File: src/rtl/eth_tx_src_arbiter_if.sv
// AXI-Stream payload link between a payload source, the source arbiter and
// the 10GbE frame builder.
interface eth_tx_src_arbiter_if #(
  parameter int DATA_W = 64,
  parameter int KEEP_W = DATA_W / 8
);
  logic [DATA_W-1:0] tdata;
  logic [KEEP_W-1:0] tkeep;
  logic              tvalid;
  logic              tready;
  logic              tlast;
  logic              tuser;

  modport master (output tdata, tkeep, tvalid, tlast, tuser, input tready);
  modport slave  (input tdata, tkeep, tvalid, tlast, tuser, output tready);
endinterface

File: src/rtl/eth_tx_src_arbiter.sv
// Packet-granular round-robin arbiter between two payload sources feeding the
// frame builder, with per-grant header latching and an oversize-packet watchdog.
module eth_tx_src_arbiter #(
  parameter int DATA_W    = 64,
  parameter int KEEP_W    = DATA_W / 8,
  parameter int MAX_BEATS = 190
) (
  input  logic                  cclk,
  input  logic                  reset,
  input  logic                  arb_en,
  eth_tx_src_arbiter_if.slave   s0_axis,
  input  logic [47:0]           s0_dMAC,
  input  logic [15:0]           s0_eType,
  eth_tx_src_arbiter_if.slave   s1_axis,
  input  logic [47:0]           s1_dMAC,
  input  logic [15:0]           s1_eType,
  eth_tx_src_arbiter_if.master  m_axis,
  output logic [47:0]           hdr_dMAC,
  output logic [15:0]           hdr_eType,
  output logic [1:0]            grant,
  output logic                  busy,
  output logic                  trunc_err
);
  localparam int NUM_SRC = 2;
  localparam int CNT_W   = (MAX_BEATS > 2) ? $clog2(MAX_BEATS) : 1;

  typedef enum logic [1:0] {IDLE, GRANT, PASS, FLUSH} state_t;

  state_t             state;
  logic               rr_last;
  logic [CNT_W-1:0]   beat_cnt;

  logic [NUM_SRC-1:0][DATA_W-1:0] src_tdata;
  logic [NUM_SRC-1:0][KEEP_W-1:0] src_tkeep;
  logic [NUM_SRC-1:0]             src_tvalid, src_tlast, src_tuser, src_tready;

  assign src_tdata  = {s1_axis.tdata,  s0_axis.tdata};
  assign src_tkeep  = {s1_axis.tkeep,  s0_axis.tkeep};
  assign src_tvalid = {s1_axis.tvalid, s0_axis.tvalid};
  assign src_tlast  = {s1_axis.tlast,  s0_axis.tlast};
  assign src_tuser  = {s1_axis.tuser,  s0_axis.tuser};
  assign s0_axis.tready = src_tready[0];
  assign s1_axis.tready = src_tready[1];

  logic sel, in_pass, in_flush, at_limit, trunc_beat, xfer, flush_done, win;

  assign sel      = grant[1];
  assign in_pass  = (state == PASS);
  assign in_flush = (state == FLUSH);
  assign at_limit = (beat_cnt == CNT_W'(MAX_BEATS - 1));
  // Truncate only when the limit beat is not already the source's own tlast.
  assign trunc_beat = at_limit & ~src_tlast[sel];

  // Stream mux is driven only in PASS so GRANT gives the header a settle cycle.
  assign m_axis.tvalid = in_pass & src_tvalid[sel];
  assign m_axis.tdata  = in_pass ? src_tdata[sel] : '0;
  assign m_axis.tkeep  = in_pass ? src_tkeep[sel] : '0;
  assign m_axis.tlast  = in_pass & (src_tlast[sel] | at_limit);
  assign m_axis.tuser  = in_pass & (src_tuser[sel] | trunc_beat);

  assign xfer       = m_axis.tvalid & m_axis.tready;
  assign flush_done = in_flush & src_tvalid[sel] & src_tlast[sel];

  generate
    for (genvar i = 0; i < NUM_SRC; i++) begin : g_rdy
      assign src_tready[i] = grant[i] & ((in_pass & m_axis.tready) | in_flush);
    end
  endgenerate

  // Both requesting: the source that did not go last wins.
  assign win  = (&src_tvalid) ? ~rr_last : src_tvalid[1];
  assign busy = (state != IDLE);

  always_ff @(posedge cclk or posedge reset) begin
    if (reset) begin
      state     <= IDLE;
      grant     <= 2'b00;
      rr_last   <= 1'b1;
      beat_cnt  <= '0;
      hdr_dMAC  <= '0;
      hdr_eType <= '0;
      trunc_err <= 1'b0;
    end else begin
      trunc_err <= 1'b0;
      case (state)
        IDLE: if (arb_en && |src_tvalid) begin
          grant     <= {win, ~win};
          hdr_dMAC  <= win ? s1_dMAC  : s0_dMAC;
          hdr_eType <= win ? s1_eType : s0_eType;
          beat_cnt  <= '0;
          state     <= GRANT;
        end
        GRANT: state <= PASS;
        PASS: if (xfer) begin
          beat_cnt <= beat_cnt + CNT_W'(1);
          if (src_tlast[sel]) begin
            state   <= IDLE;
            rr_last <= sel;
            grant   <= 2'b00;
          end else if (at_limit) begin
            trunc_err <= 1'b1;
            state     <= FLUSH;
          end
        end
        FLUSH: if (flush_done) begin
          state   <= IDLE;
          rr_last <= sel;
          grant   <= 2'b00;
        end
        default: state <= IDLE;
      endcase
    end
  end
endmodule

File: src/flat_wrapper.sv
// flat-port wrapper written by rule: the top's interface ports become plain ports
module eth_tx_src_arbiter_flat 
#(
  parameter int DATA_W    = 64,
  parameter int KEEP_W    = DATA_W / 8,
  parameter int MAX_BEATS = 190
)
  (cclk, reset, arb_en, s0_dMAC, s0_eType, s1_dMAC, s1_eType, hdr_dMAC, hdr_eType, grant, busy, trunc_err, s0_axis_tdata, s0_axis_tkeep, s0_axis_tvalid, s0_axis_tlast, s0_axis_tuser, s0_axis_tready, s1_axis_tdata, s1_axis_tkeep, s1_axis_tvalid, s1_axis_tlast, s1_axis_tuser, s1_axis_tready, m_axis_tdata, m_axis_tkeep, m_axis_tvalid, m_axis_tlast, m_axis_tuser, m_axis_tready);
  eth_tx_src_arbiter_if #(.DATA_W(DATA_W), .KEEP_W(KEEP_W)) s0_axis_i ();
  eth_tx_src_arbiter_if #(.DATA_W(DATA_W), .KEEP_W(KEEP_W)) s1_axis_i ();
  eth_tx_src_arbiter_if #(.DATA_W(DATA_W), .KEEP_W(KEEP_W)) m_axis_i ();
  input  logic cclk;
  input  logic reset;
  input  logic arb_en;
  input  logic [47:0] s0_dMAC;
  input  logic [15:0] s0_eType;
  input  logic [47:0] s1_dMAC;
  input  logic [15:0] s1_eType;
  output logic [47:0] hdr_dMAC;
  output logic [15:0] hdr_eType;
  output logic [1:0] grant;
  output logic busy;
  output logic trunc_err;
  input wire logic [$bits(s0_axis_i.tdata)-1:0] s0_axis_tdata;
  input wire logic [$bits(s0_axis_i.tkeep)-1:0] s0_axis_tkeep;
  input wire logic [$bits(s0_axis_i.tvalid)-1:0] s0_axis_tvalid;
  input wire logic [$bits(s0_axis_i.tlast)-1:0] s0_axis_tlast;
  input wire logic [$bits(s0_axis_i.tuser)-1:0] s0_axis_tuser;
  output wire logic [$bits(s0_axis_i.tready)-1:0] s0_axis_tready;
  input wire logic [$bits(s1_axis_i.tdata)-1:0] s1_axis_tdata;
  input wire logic [$bits(s1_axis_i.tkeep)-1:0] s1_axis_tkeep;
  input wire logic [$bits(s1_axis_i.tvalid)-1:0] s1_axis_tvalid;
  input wire logic [$bits(s1_axis_i.tlast)-1:0] s1_axis_tlast;
  input wire logic [$bits(s1_axis_i.tuser)-1:0] s1_axis_tuser;
  output wire logic [$bits(s1_axis_i.tready)-1:0] s1_axis_tready;
  output wire logic [$bits(m_axis_i.tdata)-1:0] m_axis_tdata;
  output wire logic [$bits(m_axis_i.tkeep)-1:0] m_axis_tkeep;
  output wire logic [$bits(m_axis_i.tvalid)-1:0] m_axis_tvalid;
  output wire logic [$bits(m_axis_i.tlast)-1:0] m_axis_tlast;
  output wire logic [$bits(m_axis_i.tuser)-1:0] m_axis_tuser;
  input wire logic [$bits(m_axis_i.tready)-1:0] m_axis_tready;
  assign s0_axis_i.tdata = s0_axis_tdata;
  assign s0_axis_i.tkeep = s0_axis_tkeep;
  assign s0_axis_i.tvalid = s0_axis_tvalid;
  assign s0_axis_i.tlast = s0_axis_tlast;
  assign s0_axis_i.tuser = s0_axis_tuser;
  assign s0_axis_tready = s0_axis_i.tready;
  assign s1_axis_i.tdata = s1_axis_tdata;
  assign s1_axis_i.tkeep = s1_axis_tkeep;
  assign s1_axis_i.tvalid = s1_axis_tvalid;
  assign s1_axis_i.tlast = s1_axis_tlast;
  assign s1_axis_i.tuser = s1_axis_tuser;
  assign s1_axis_tready = s1_axis_i.tready;
  assign m_axis_tdata = m_axis_i.tdata;
  assign m_axis_tkeep = m_axis_i.tkeep;
  assign m_axis_tvalid = m_axis_i.tvalid;
  assign m_axis_tlast = m_axis_i.tlast;
  assign m_axis_tuser = m_axis_i.tuser;
  assign m_axis_i.tready = m_axis_tready;
  eth_tx_src_arbiter #(.DATA_W(DATA_W), .KEEP_W(KEEP_W), .MAX_BEATS(MAX_BEATS)) u_core (.cclk(cclk), .reset(reset), .arb_en(arb_en), .s0_axis(s0_axis_i), .s0_dMAC(s0_dMAC), .s0_eType(s0_eType), .s1_axis(s1_axis_i), .s1_dMAC(s1_dMAC), .s1_eType(s1_eType), .m_axis(m_axis_i), .hdr_dMAC(hdr_dMAC), .hdr_eType(hdr_eType), .grant(grant), .busy(busy), .trunc_err(trunc_err));
endmodule
File: config.mk
export PLATFORM = sky130hd
export DESIGN_NAME = eth_tx_src_arbiter_flat
export DESIGN_NICKNAME = d
export VERILOG_FILES = /design/src/rtl/eth_tx_src_arbiter_if.sv /design/src/rtl/eth_tx_src_arbiter.sv /design/src/flat_wrapper.sv
export SDC_FILE = /design/constraint.sdc
export NUM_CORES = 1
export LEC_CHECK = 0
export CAP_MARGIN = 20
export CORE_AREA = 2 2 167 169
export CTS_CLUSTER_DIAMETER = 150
export DETAILED_ROUTE_END_ITERATION = 7
export DIE_AREA = 0 0 169 171
export MAX_ROUTING_LAYER = met4
export PLACE_DENSITY = 0.57
export SLEW_MARGIN = 20
export SYNTH_ARGS = -nofsm -noshare
export SYNTH_HDL_FRONTEND = slang
export SYNTH_SLANG_ARGS = --single-unit
File: constraint.sdc
create_clock -name cclk -period 5.6 [get_ports cclk]
set_input_delay 1.68 -clock cclk [delete_from_list [all_inputs] [get_ports cclk]]
set_output_delay 1.68 -clock cclk [all_outputs]
set_load 0.05 [all_outputs]
# After elaboration in Yosys (flattened, before gate mapping)
# Cells that the tools add are included.
[word_totals] ff_bits=78 word_cells=83 in_bits=282 output_inout_bits=145
[op_classes] eq_ne=9 mux=36 magnitude_cmp=1 addsub=1 n_reduce_logical=13 bitwise_logic=16
[op_table] cell="$mux W64" n=3
[op_table] cell="$mux W48" n=1
[op_table] cell="$mux W8" n=5
[op_table] cell="$mux W16" n=1
[op_table] cell="$mux W2" n=8
[op_table] cell="$pmux W8 S2" n=1
[op_table] cell="$mux W1" n=14
[op_table] cell="$and A1 B1 Y1" n=10
[op_table] cell="$add A8 B1 Y8 const B" n=1
[op_table] cell="$eq A8 B8 Y1 const B" n=1
[op_table] cell="$pmux W2 S4" n=1
[op_table] cell="$reduce_and A4 Y1" n=2
[op_table] cell="$ne A2 B2 Y1 const B" n=3
[op_table] cell="$pmux W2 S3" n=1
[op_table] cell="$reduce_bool A2 Y1" n=3
[op_table] cell="$reduce_and A5 Y1" n=1
[op_table] cell="$eq A2 B2 Y1 const B" n=2
[op_table] cell="$reduce_and A2 Y1" n=2
[op_table] cell="$ne A3 B3 Y1 const B" n=1
[op_table] cell="$not A1 Y1" n=3
[op_table] cell="$or A1 B1 Y1" n=3
[op_table] cell="$reduce_and A3 Y1" n=1
[op_table] cell="$reduce_bool A3 Y1" n=1
[op_table] cell="$eq A2 B1 Y1 const B" n=1
[op_table] cell="6 further kinds" n=6

# Depth between registers and ports, before layout
# Gate-level depths: netlist of the first run.
[depth] ltp_word=6 ltp_mapped=7

# Worst setup path after synthesis of the first run
# No wires, ideal clock.
[synth_path] path_kind="input-to-output" from="in s1_axis_tlast" to="out m_axis_tuser" t_required_ns=3.920 path_stages=3 t_arrival_ns=2.737 path_buffers=0 setup_slack_ns=1.183 cell_sequence="mux2i_1 nand3_1 a21oi_1"
[synth_between] elab_chain_cells=6
[synth_lines] item="start, declared" line_no="flat_wrapper.sv:33" text="input wire logic [$bits(s1_axis_i.tlast)-1:0] s1_axis_tlast;"
[synth_lines] item="$mux W1 (implied by the code) (2 in series)" line_no="eth_tx_src_arbiter.sv:52" text="assign trunc_beat = at_limit & ~src_tlast[sel];"
[synth_lines] item="$not A1 Y1" line_no="eth_tx_src_arbiter.sv:52"
[synth_lines] item="$and A1 B1 Y1" line_no="eth_tx_src_arbiter.sv:52"
[synth_lines] item="$or A1 B1 Y1" line_no="eth_tx_src_arbiter.sv:59" text="assign m_axis.tuser = in_pass & (src_tuser[sel] | trunc_beat);"
[synth_lines] item="$and A1 B1 Y1" line_no="eth_tx_src_arbiter.sv:59"
[synth_lines] item="end, declared" line_no="flat_wrapper.sv:40" text="output wire logic [$bits(m_axis_i.tuser)-1:0] m_axis_tuser;"
# Every way passes these cells. The select of a mux whose other input is x is not followed.

# Worst setup path in the final report of the first run
[layout_path] from="in s0_axis_tvalid" to="out m_axis_tvalid"
[layout_between] elab_chain_cells=3
[layout_lines] item="start, declared" line_no="flat_wrapper.sv:26" text="input wire logic [$bits(s0_axis_i.tvalid)-1:0] s0_axis_tvalid;"
[layout_lines] item="$mux W1 (implied by the code) (2 in series)" line_no="eth_tx_src_arbiter.sv:55" text="assign m_axis.tvalid = in_pass & src_tvalid[sel];"
[layout_lines] item="$and A1 B1 Y1" line_no="eth_tx_src_arbiter.sv:55"
[layout_lines] item="end, declared" line_no="flat_wrapper.sv:38" text="output wire logic [$bits(m_axis_i.tvalid)-1:0] m_axis_tvalid;"
# Every way passes these cells. The select of a mux whose other input is x is not followed.

==> flow_summary.yaml, run 1 <==
status:
  outcome: "finished, final reports clean"
route:
  wl_per_cell_um: 16.86
  vias: 5249
  drt_iter0_drc: 136
  drt-total-wl_um: 21640
  drt-vias-per-instance: 4.091
  antenna_violating_nets_post_route: 0
  drc: 0
  firstDrtPassIters: 4
yosys:
  main_synth_ff_type: "dfrtp_1"
  postSynthAreaPerCell_um2: 9.144
  syn_area_um2: 4810
  ys_ff_latch: 78
  netlist_instances: 526
  seq_area_frac_synth_pct: 40.61
  ys_async_rst_share_pct: 100.0
  synth_edf_count: 0
  synth_warnings: 0
  synth.net_count: 810
  netlist-cell-type-count: 39
timing:
  timing_hold_violations_final: 0
  fin_crit_ns: 5.126
  tightestPinTransition_ns: 0.7260
  clock-skew-final_ns: 0.007867
  fin_ws_ns: 0.4736
  timing.max_slew.rel_slack_pct: 51.60
  finalSetupViolCount: 0
  fin_crit_sh_pct: 91.54
  totalNegativeSetupSlack_ns: 0
  fmax_ghz: 0.1951
  unrepaired_setup_endpoints_after_global_routing: "no"
  timing_max_transition_violations_final: 0
global_route:
  grt_pass1_wl_um: 31480
  grt_pass1_vias: 5337
  globalRouteOverflowTotal: 0
  grt_antenna_before_repair: 5
  grt_start_max_net_pins: 67
  grt_use_total_pct: 14.89
power_and_ir_drop:
  vdd_ir_drop_max_v: 0.0002349
  power.leakage_nw: 4.007
  p_per_area_nw_per_um2: 576.9
cells_and_area:
  layout_commonest_cell: "clkdlybuf4s50_1"
  final_net_count: 1214
  instances_no_fill: 1283
  area_growth_syn_to_layout_pct: 101.9
  post_route_cells_drive_above_1_share_pct: 4.385
  most-common-layout-cells: "421 x clkdlybuf4s50_1, 139 x mux2i_1, 83 x nor2_1"
placed_design:
  place_congestion: 0.8051
  dpl.cell_count: 1265
  buffer_ports.inserted: 426
  dp.final_hpwl_um: 17840
  dpl_worst_slack_ns: 0.4705
critical_path:
  path_max_fanout: 4
  timing.critical_path.cells: "clkdlybuf4s50_1, nand2b_4, a21oi_2, clkdlybuf4s50_1"
  path_common_cell: "clkdlybuf4s50_1"
  crit_slowest_cell: "clkdlybuf4s50_1"
  critPathMaxStageDelay_ns: 0.85
  crit_path_launch_type: "input port"
  worstPathBufferInverterCount: 2
  crit_path_end_kind: "primary output"
  crit_path_kind: "in -> out"
  timing.critical_path.arrival_ns: 3.45
  timing.critical_path.required_ns: 3.92
  dominant_delay_contributor_by_cell_family_on_the_critical_path: "buffers and inverters"
floorplan:
  start_util_pct: 17.60
  ioPinCount: 427
  die_area_um2: 28900
  total_number_of_placement_rows: 61
  die-width_um: 169
  chipHeight_um: 171
  core-area_um2: 27320
clock_network:
  cts_resized: 0
  worstSkewPairLatency_ns: 0.34
  sink_count_of_the_clock_tree: 78
  hold_buffers: 0
  cts.path.max_buffers: 2
  htree_levels: 3
  cts_tree: "done"
  post_cts_buffers: 0
  clock-root-buffer: "clkbuf_16"
  path_clk_slew_ns: 0.07
  cts_made_buffers: 9
job:
  max-cap-violations: 0
min_path:
  hold_crit_class: "reg -> reg"
-- cells in the mapped netlist (2+ instances only) --
library cell / n / area share [%]
ha_1: 2 / 0.52
nor2_1: 83 / 6.5
dfrtp_1: 77 / 40
nand2_1: 75 / 5.9
o21ai_0: 3 / 0.31
xnor2_1: 2 / 0.36
a21o_1: 2 / 0.31
a21oi_1: 4 / 0.42
or3_1: 2 / 0.26
o21ai_1: 65 / 6.8
inv_1: 4 / 0.31
and2_1: 2 / 0.26
a31oi_1: 2 / 0.26
nand3_1: 6 / 0.62
buf_4: 4 / 0.62
buf_2: 18 / 1.9
mux2i_1: 139 / 29
buf_6: 2 / 0.47
buf_1: 6 / 0.47
clkbuf_1: 9 / 0.70
-- sequential cells by signal (all words and copies together), names as in the netlist --
| signal | cells |
|---|---|
| u_core.hdr_dMAC | 48 |
| u_core.hdr_eType | 16 |
| u_core.beat_cnt | 8 |
| u_core.grant | 2 |
| u_core.state | 2 |
| u_core.rr_last | 1 |
| u_core.trunc_err | 1 |
-- layout make-up --
cell class | count | area (um2)
fillers | 2866 | 17610
well taps | 346 | 432.9
multi-input cells | 404 | 2658
flip-flops and latches | 78 | 1957
diodes | 2 | 5.005
clock inverters | 7 | 80.08
inverters | 5 | 20.02
clock buffers | 9 | 225.2
repair buffers | 432 | 4334
-- kinds of logic after synthesis --
family | after synthesis | synth area share (%)
buf+inv | 44 | 4.526
flops | 78 | 40.61
compound gates | 84 | 9.938
xor+xnor | 3 | 0.5464
mux | 140 | 29.16
fa+ha+maj | 2 | 0.5202
simple gates | 175 | 14.70
-- report_power, final --
part | switching, W | internal (W) | leakage, nW
clock network | 0.000251 | 0.000352 | 0.148
logic | 0.00261 | 0.00137 | 2.88
registers | 0.000212 | 0.000807 | 0.982
total | 0.00307 | 0.00253 | 4.01
-- stage by stage --
stage / hold slack (ns) / total power, W / utilization (%) / cell area (um2)
final: 0.4843 / 0.005602 / 35.54 / 9712
after global routing: 0.5139 / 0.005915 / 35.54 / 9712
after CTS: 0.4886 / 0.005684 / 35.53 / 9707
after detailed placement: 0.4742 / 0.005057 / 34.41 / 9402
after global placement: 0.4653 / 0.005042 / 34.41 / 9402
after floorplan: 0.5025 / 0.003604 / - / 4810
-- per-layer routing --
layer | track usage (%) | wire length, um | up-vias
met2 | 25.94 | 10900 | 264
met4 | 3.307 | 189 | 0
met3 | 3.956 | 1747 | 14
met1 | 17.22 | 8798 | 2362
li1 | - | - | 2609
met5 | - | 0 | -
-- worst reg2reg max path, stage by stage, from the launching register on --
cell	delay, ns
dfrtp_1	0.48
nand2b_2	0.57
a21oi_2	0.35
nand2_2	0.15
or3_1	0.37
a21oi_1	0.14
-- final timing paths --
path,start,endpoint,slack (ns),depth (start not counted)
setup / recovery,s0_axis_tvalid,m_axis_tvalid,0.47,4
hold / removal,u_core.hdr_dMAC[15],u_core.hdr_dMAC[15],0.48,2
setup reg to reg,u_core.state[0],u_core.beat_cnt[6],3.46,5
hold reg to reg,u_core.hdr_dMAC[15],u_core.hdr_dMAC[15],0.48,2
max in group asynchronous,reset,u_core.hdr_dMAC[38],2.90,3
min in group asynchronous,reset,u_core.hdr_dMAC[40],1.75,2
(Power assumes the default switching activity.)
==> run 2: changes to the inputs <==
--- a/config.mk
+++ b/config.mk
@@ -11,7 +11,7 @@
 export DETAILED_ROUTE_END_ITERATION = 7
 export DIE_AREA = 0 0 169 171
 export MAX_ROUTING_LAYER = met4
-export PLACE_DENSITY = 0.57
+export PLACE_DENSITY_LB_ADDON = 0.2
 export SLEW_MARGIN = 20
 export SYNTH_ARGS = -nofsm -noshare
 export SYNTH_HDL_FRONTEND = slang
==> run 2 against run 1 <==
  * The run now fails in detailed routing (5_2_route)
  * Global-route usage grew 1.2 points
  * Synthesized cell count unchanged
  * Synthesized area unchanged
==> flow_summary.yaml, run 2 <==
yosys:
  synth.net_count: 810
  seq_area_frac_synth_pct: 40.61
  synth_warnings: 0
  ys_top_cells_by_count: "139 x mux2i_1, 83 x nor2_1, 77 x dfrtp_1, 75 x nand2_1, 65 x o21ai_1"
  synth.most_common_cell: "mux2i_1"
  synth_largest_type_area_fraction_pct: 40.06
  post_synth_and_or_nand_nor_area_fraction_pct: 14.70
  netlist_instances: 526
  ys_async_rst_share_pct: 100.0
  syn_area_um2: 4810
  synth_adder_area_share_pct: 0.5203
  post_synth_main_area_contributors: "dfrtp_1 40%, mux2i_1 29%, o21ai_1 6.8%"
  synth_edf_count: 0
  synth-xor-area-share_pct: 0.5463
  postSynthAreaPerCell_um2: 9.144
  synthMuxAreaShare_pct: 29.16
  main_synth_ff_type: "dfrtp_1"
  synth.largest_area_cell: "dfrtp_1"
  ys_ff_latch: 78
  netlist-cell-type-count: 39
  synth_compound_area_share_pct: 9.938
  synth_top_family_by_area: "multiplexers"
global_route:
  grt_antenna_before_repair: 6
  grt_start_max_net_pins: 73
  globalRouteOverflowTotal: 0
  grt_pass1_wl_um: 33550
  grt_pass1_vias: 5546
  grt_use_total_pct: 16.12
clock_network:
  cts_made_buffers: 9
  post_cts_buffers: 0
  sink_count_of_the_clock_tree: 78
  clock-root-buffer: "clkbuf_16"
  cts_resized: 0
  cts.path.max_buffers: 2
  hold_buffers: 0
  htree_levels: 3
floorplan:
  ioPinCount: 427
  die-width_um: 169
  start_util_pct: 17.60
  chipHeight_um: 171
  total_number_of_placement_rows: 61
placed_design:
  place_congestion: 0.8107
  buffer_ports.inserted: 426
  dp.final_hpwl_um: 19280
status:
  outcome.stop_stage: "detailed routing (5_2_route)"
  first-error: "[ERROR DRT-0255] Maze Route cannot find path of net m_axis_tkeep[0] in worker of routeBox ( 144900 48300 ) ( 169000 96600 )."
  outcome: "aborted with a tool error"
==> run 2: cell counts after synthesis <==
Identical to the previous run, type by type.
==> run 2: per-stage QoR <==
| step | std cells | hold WS, ns | area [um2] | worst slack, ns |
|---|---|---|---|---|
| 5_1_grt | 1297 | 0.5001 | 9799 | 0.4143 |
| 4_1_cts | 1291 | 0.4890 | 9784 | 0.5066 |
| 3_5_place_dp | 1276 | 0.4748 | 9472 | 0.5068 |
| 3_3_place_gp | 1276 | 0.4656 | 9472 | 0.4923 |
| 2_1_floorplan | 526 | 0.5025 | 4810 | 1.183 |
==> run 2: layer usage <==
layer / GRT usage, %
met5: -
met1: 16.15
met2: 28.58
met4: 7.618
met3: 5.182
==> run 2: logic make-up after synthesis <==
family          after synthesis
mux                         140
flops                        78
buf+inv                      44
xor+xnor                      3
fa+ha+maj                     2
simple gates                175
compound gates               84
==> run 3: changes to the inputs <==
--- a/config.mk
+++ b/config.mk
@@ -6,12 +6,10 @@
 export NUM_CORES = 1
 export LEC_CHECK = 0
 export CAP_MARGIN = 20
-export CORE_AREA = 2 2 167 169
-export CTS_CLUSTER_DIAMETER = 150
+export CORE_AREA = 2 2 168 170
 export DETAILED_ROUTE_END_ITERATION = 7
-export DIE_AREA = 0 0 169 171
-export MAX_ROUTING_LAYER = met4
-export PLACE_DENSITY_LB_ADDON = 0.2
+export DIE_AREA = 0 0 170 172
+export PLACE_DENSITY_LB_ADDON = 0.15
 export SLEW_MARGIN = 20
 export SYNTH_ARGS = -nofsm -noshare
 export SYNTH_HDL_FRONTEND = slang
==> run 3 against run 2 <==
  * The run now ends clean
  * Global-route usage fell by 1.3 points
==> flow_summary.yaml, run 3 (synthesis results as in run 1) <==
critical_path:
  crit_path_launch_type: "input port"
  path_common_cell: "clkdlybuf4s50_1"
  crit_slowest_cell: "clkdlybuf4s50_1"
  path_max_fanout: 4
  crit_path_start: "s0_axis_tvalid"
  crit_path_end_kind: "primary output"
  timing.critical_path.required_ns: 3.92
  critPathMaxStageDelay_ns: 0.84
  crit_path_kind: "in -> out"
  critical_path.reg2reg.startpoint: "u_core.state[0]"
  timing.critical_path.cells: "clkdlybuf4s50_1, nand2b_4, a21oi_2, clkdlybuf4s50_1"
  timing.critical_path.arrival_ns: 3.41
power_and_ir_drop:
  design_power_total_w: 0.005610
  vdd_ir_drop_max_v: 0.0002032
  pwr-share-seq_pct: 17.5
  p_per_area_nw_per_um2: 578.1
  power.leakage_nw: 3.989
  power.share.combinational_pct: 72.2
  net_switching_share_of_the_total_power_pct: 55.42
  cell_internal_pwr_w: 0.002501
  switchingPower_w: 0.003109
  power.share.clock_pct: 10.3
timing:
  fin_ws_ns: 0.5067
  totalNegativeSetupSlack_ns: 0
  timing_hold_violations_final: 0
  tightestPinTransition_ns: 0.8779
  fin_crit_ns: 5.093
  finalHoldWorstSlack_ns: 0.4815
  timing_max_transition_violations_final: 0
  unrepaired_setup_endpoints_after_global_routing: "no"
  finalSetupViolCount: 0
  fmax_ghz: 0.1963
  fin_crit_sh_pct: 90.95
  clock-skew-final_ns: 0.01057
  timing.max_slew.rel_slack_pct: 41.47
cells_and_area:
  final_net_count: 1214
  fillers: 2894
  post_route_cells_drive_above_1_share_pct: 4.171
  regMostFlops: "u_core.hdr_dMAC"
  final-seq-area_um2: 1957
  multi_input_area_um2: 2658
  flip_flop_count_of_the_largest_register_all_copies_and_words_added: 48
  most-common-layout-cells: "423 x clkdlybuf4s50_1, 139 x mux2i_1, 83 x nor2_1"
  area_growth_syn_to_layout_pct: 101.8
  instances_no_fill: 1284
  layout_commonest_cell: "clkdlybuf4s50_1"
  leading_registers_by_flop_count: "u_core.hdr_dMAC: 48 flops, u_core.hdr_eType: 16 flops, u_core.beat_cnt: 8 flops"
route:
  drt_iter0_drc: 123
  antenna_violating_nets_post_route: 0
  vias: 5239
  wl_per_cell_um: 17.78
  drc: 0
  firstDrtPassIters: 4
  drt-vias-per-instance: 4.080
  drt-total-wl_um: 22830
placed_design:
  dp.final_hpwl_um: 18750
  dpl_worst_slack_ns: 0.5012
  place_congestion: 0.7575
  buffer_ports.inserted: 426
  dpl.cell_count: 1265
global_route:
  grt_use_total_pct: 14.80
  grt_start_max_net_pins: 89
  grt_antenna_before_repair: 4
  grt_pass1_wl_um: 31960
  globalRouteOverflowTotal: 0
  grt_pass1_vias: 5159
floorplan:
  ioPinCount: 427
  start_util_pct: 17.50
  total_number_of_placement_rows: 61
  die_area_um2: 29240
  die-width_um: 170
  core-area_um2: 27480
  chipHeight_um: 172
clock_network:
  clock-root-buffer: "clkbuf_16"
  htree_levels: 3
  hold_buffers: 0
  cts_resized: 0
  cts_made_buffers: 9
  post_cts_buffers: 0
  cts.path.max_buffers: 2
  cts_tree: "done"
  path_clk_slew_ns: 0.07
  worstSkewPairLatency_ns: 0.34
  sink_count_of_the_clock_tree: 78
status:
  outcome: "finished, final reports clean"
job:
  max-cap-violations: 0
min_path:
  hold_crit_class: "reg -> reg"
  hold_path_startpoint: "u_core.hdr_dMAC[36]"
run 3: through the flow:
stage | instance area [um2] | util [%]
after global placement | 9407 | 34.24
after global routing | 9704 | 35.32
after floorplan | 4810 | -
final | 9704 | 35.32
after detailed placement | 9407 | 34.24
after CTS | 9697 | 35.29
run 3: worst max-delay path, delay by kind of cell:
family / cells / cell delay [ns]
AO/OA/AOI/OAI: 1 / 0.19
buffers and inverters: 2 / 1.45
AND/OR/NAND/NOR: 1 / 0.09
run 3: final timing paths:
path / endpoint / slack (ns) / depth (start not counted)
min in group asynchronous: u_core.hdr_dMAC[14] / 1.75 / 2
worst min register to register: u_core.hdr_dMAC[36] / 0.48 / 2
worst min-delay path: u_core.hdr_dMAC[36] / 0.48 / 2
worst max-delay path: m_axis_tvalid / 0.51 / 4
max in group asynchronous: u_core.hdr_dMAC[12] / 2.83 / 3
worst max register to register: u_core.beat_cnt[6] / 3.51 / 5
run 3: per-layer routing:
layer,up-vias,wire (um),track usage (%)
met1,2366,8101,15.11
met5,-,0,0
li1,2616,-,-
met4,0,143,4.199
met3,8,2241,5.127
met2,249,12340,28.46
run 3: power groups by stage:
stage	Clock, W	Combinational, W	Sequential [W]
4_1_cts	0.000604	0.00410	0.000989
6_report	0.000577	0.00405	0.000981
3_5_place_dp	0	0.00410	0.000993
2_1_floorplan	0	0.00188	0.00172
5_1_grt	0.000620	0.00426	0.00102
3_3_place_gp	0	0.00411	0.000984
run 3: final cells by class:
type | instances | area share (%)
diodes | 3 | 0.07736
clock buffers | 10 | 2.463
clock inverters | 6 | 0.5286
inverters | 5 | 0.2063
multi-input cells | 404 | 27.39
flip-flops and latches | 78 | 20.17
well taps | 346 | 4.461
repair buffers | 432 | 44.71
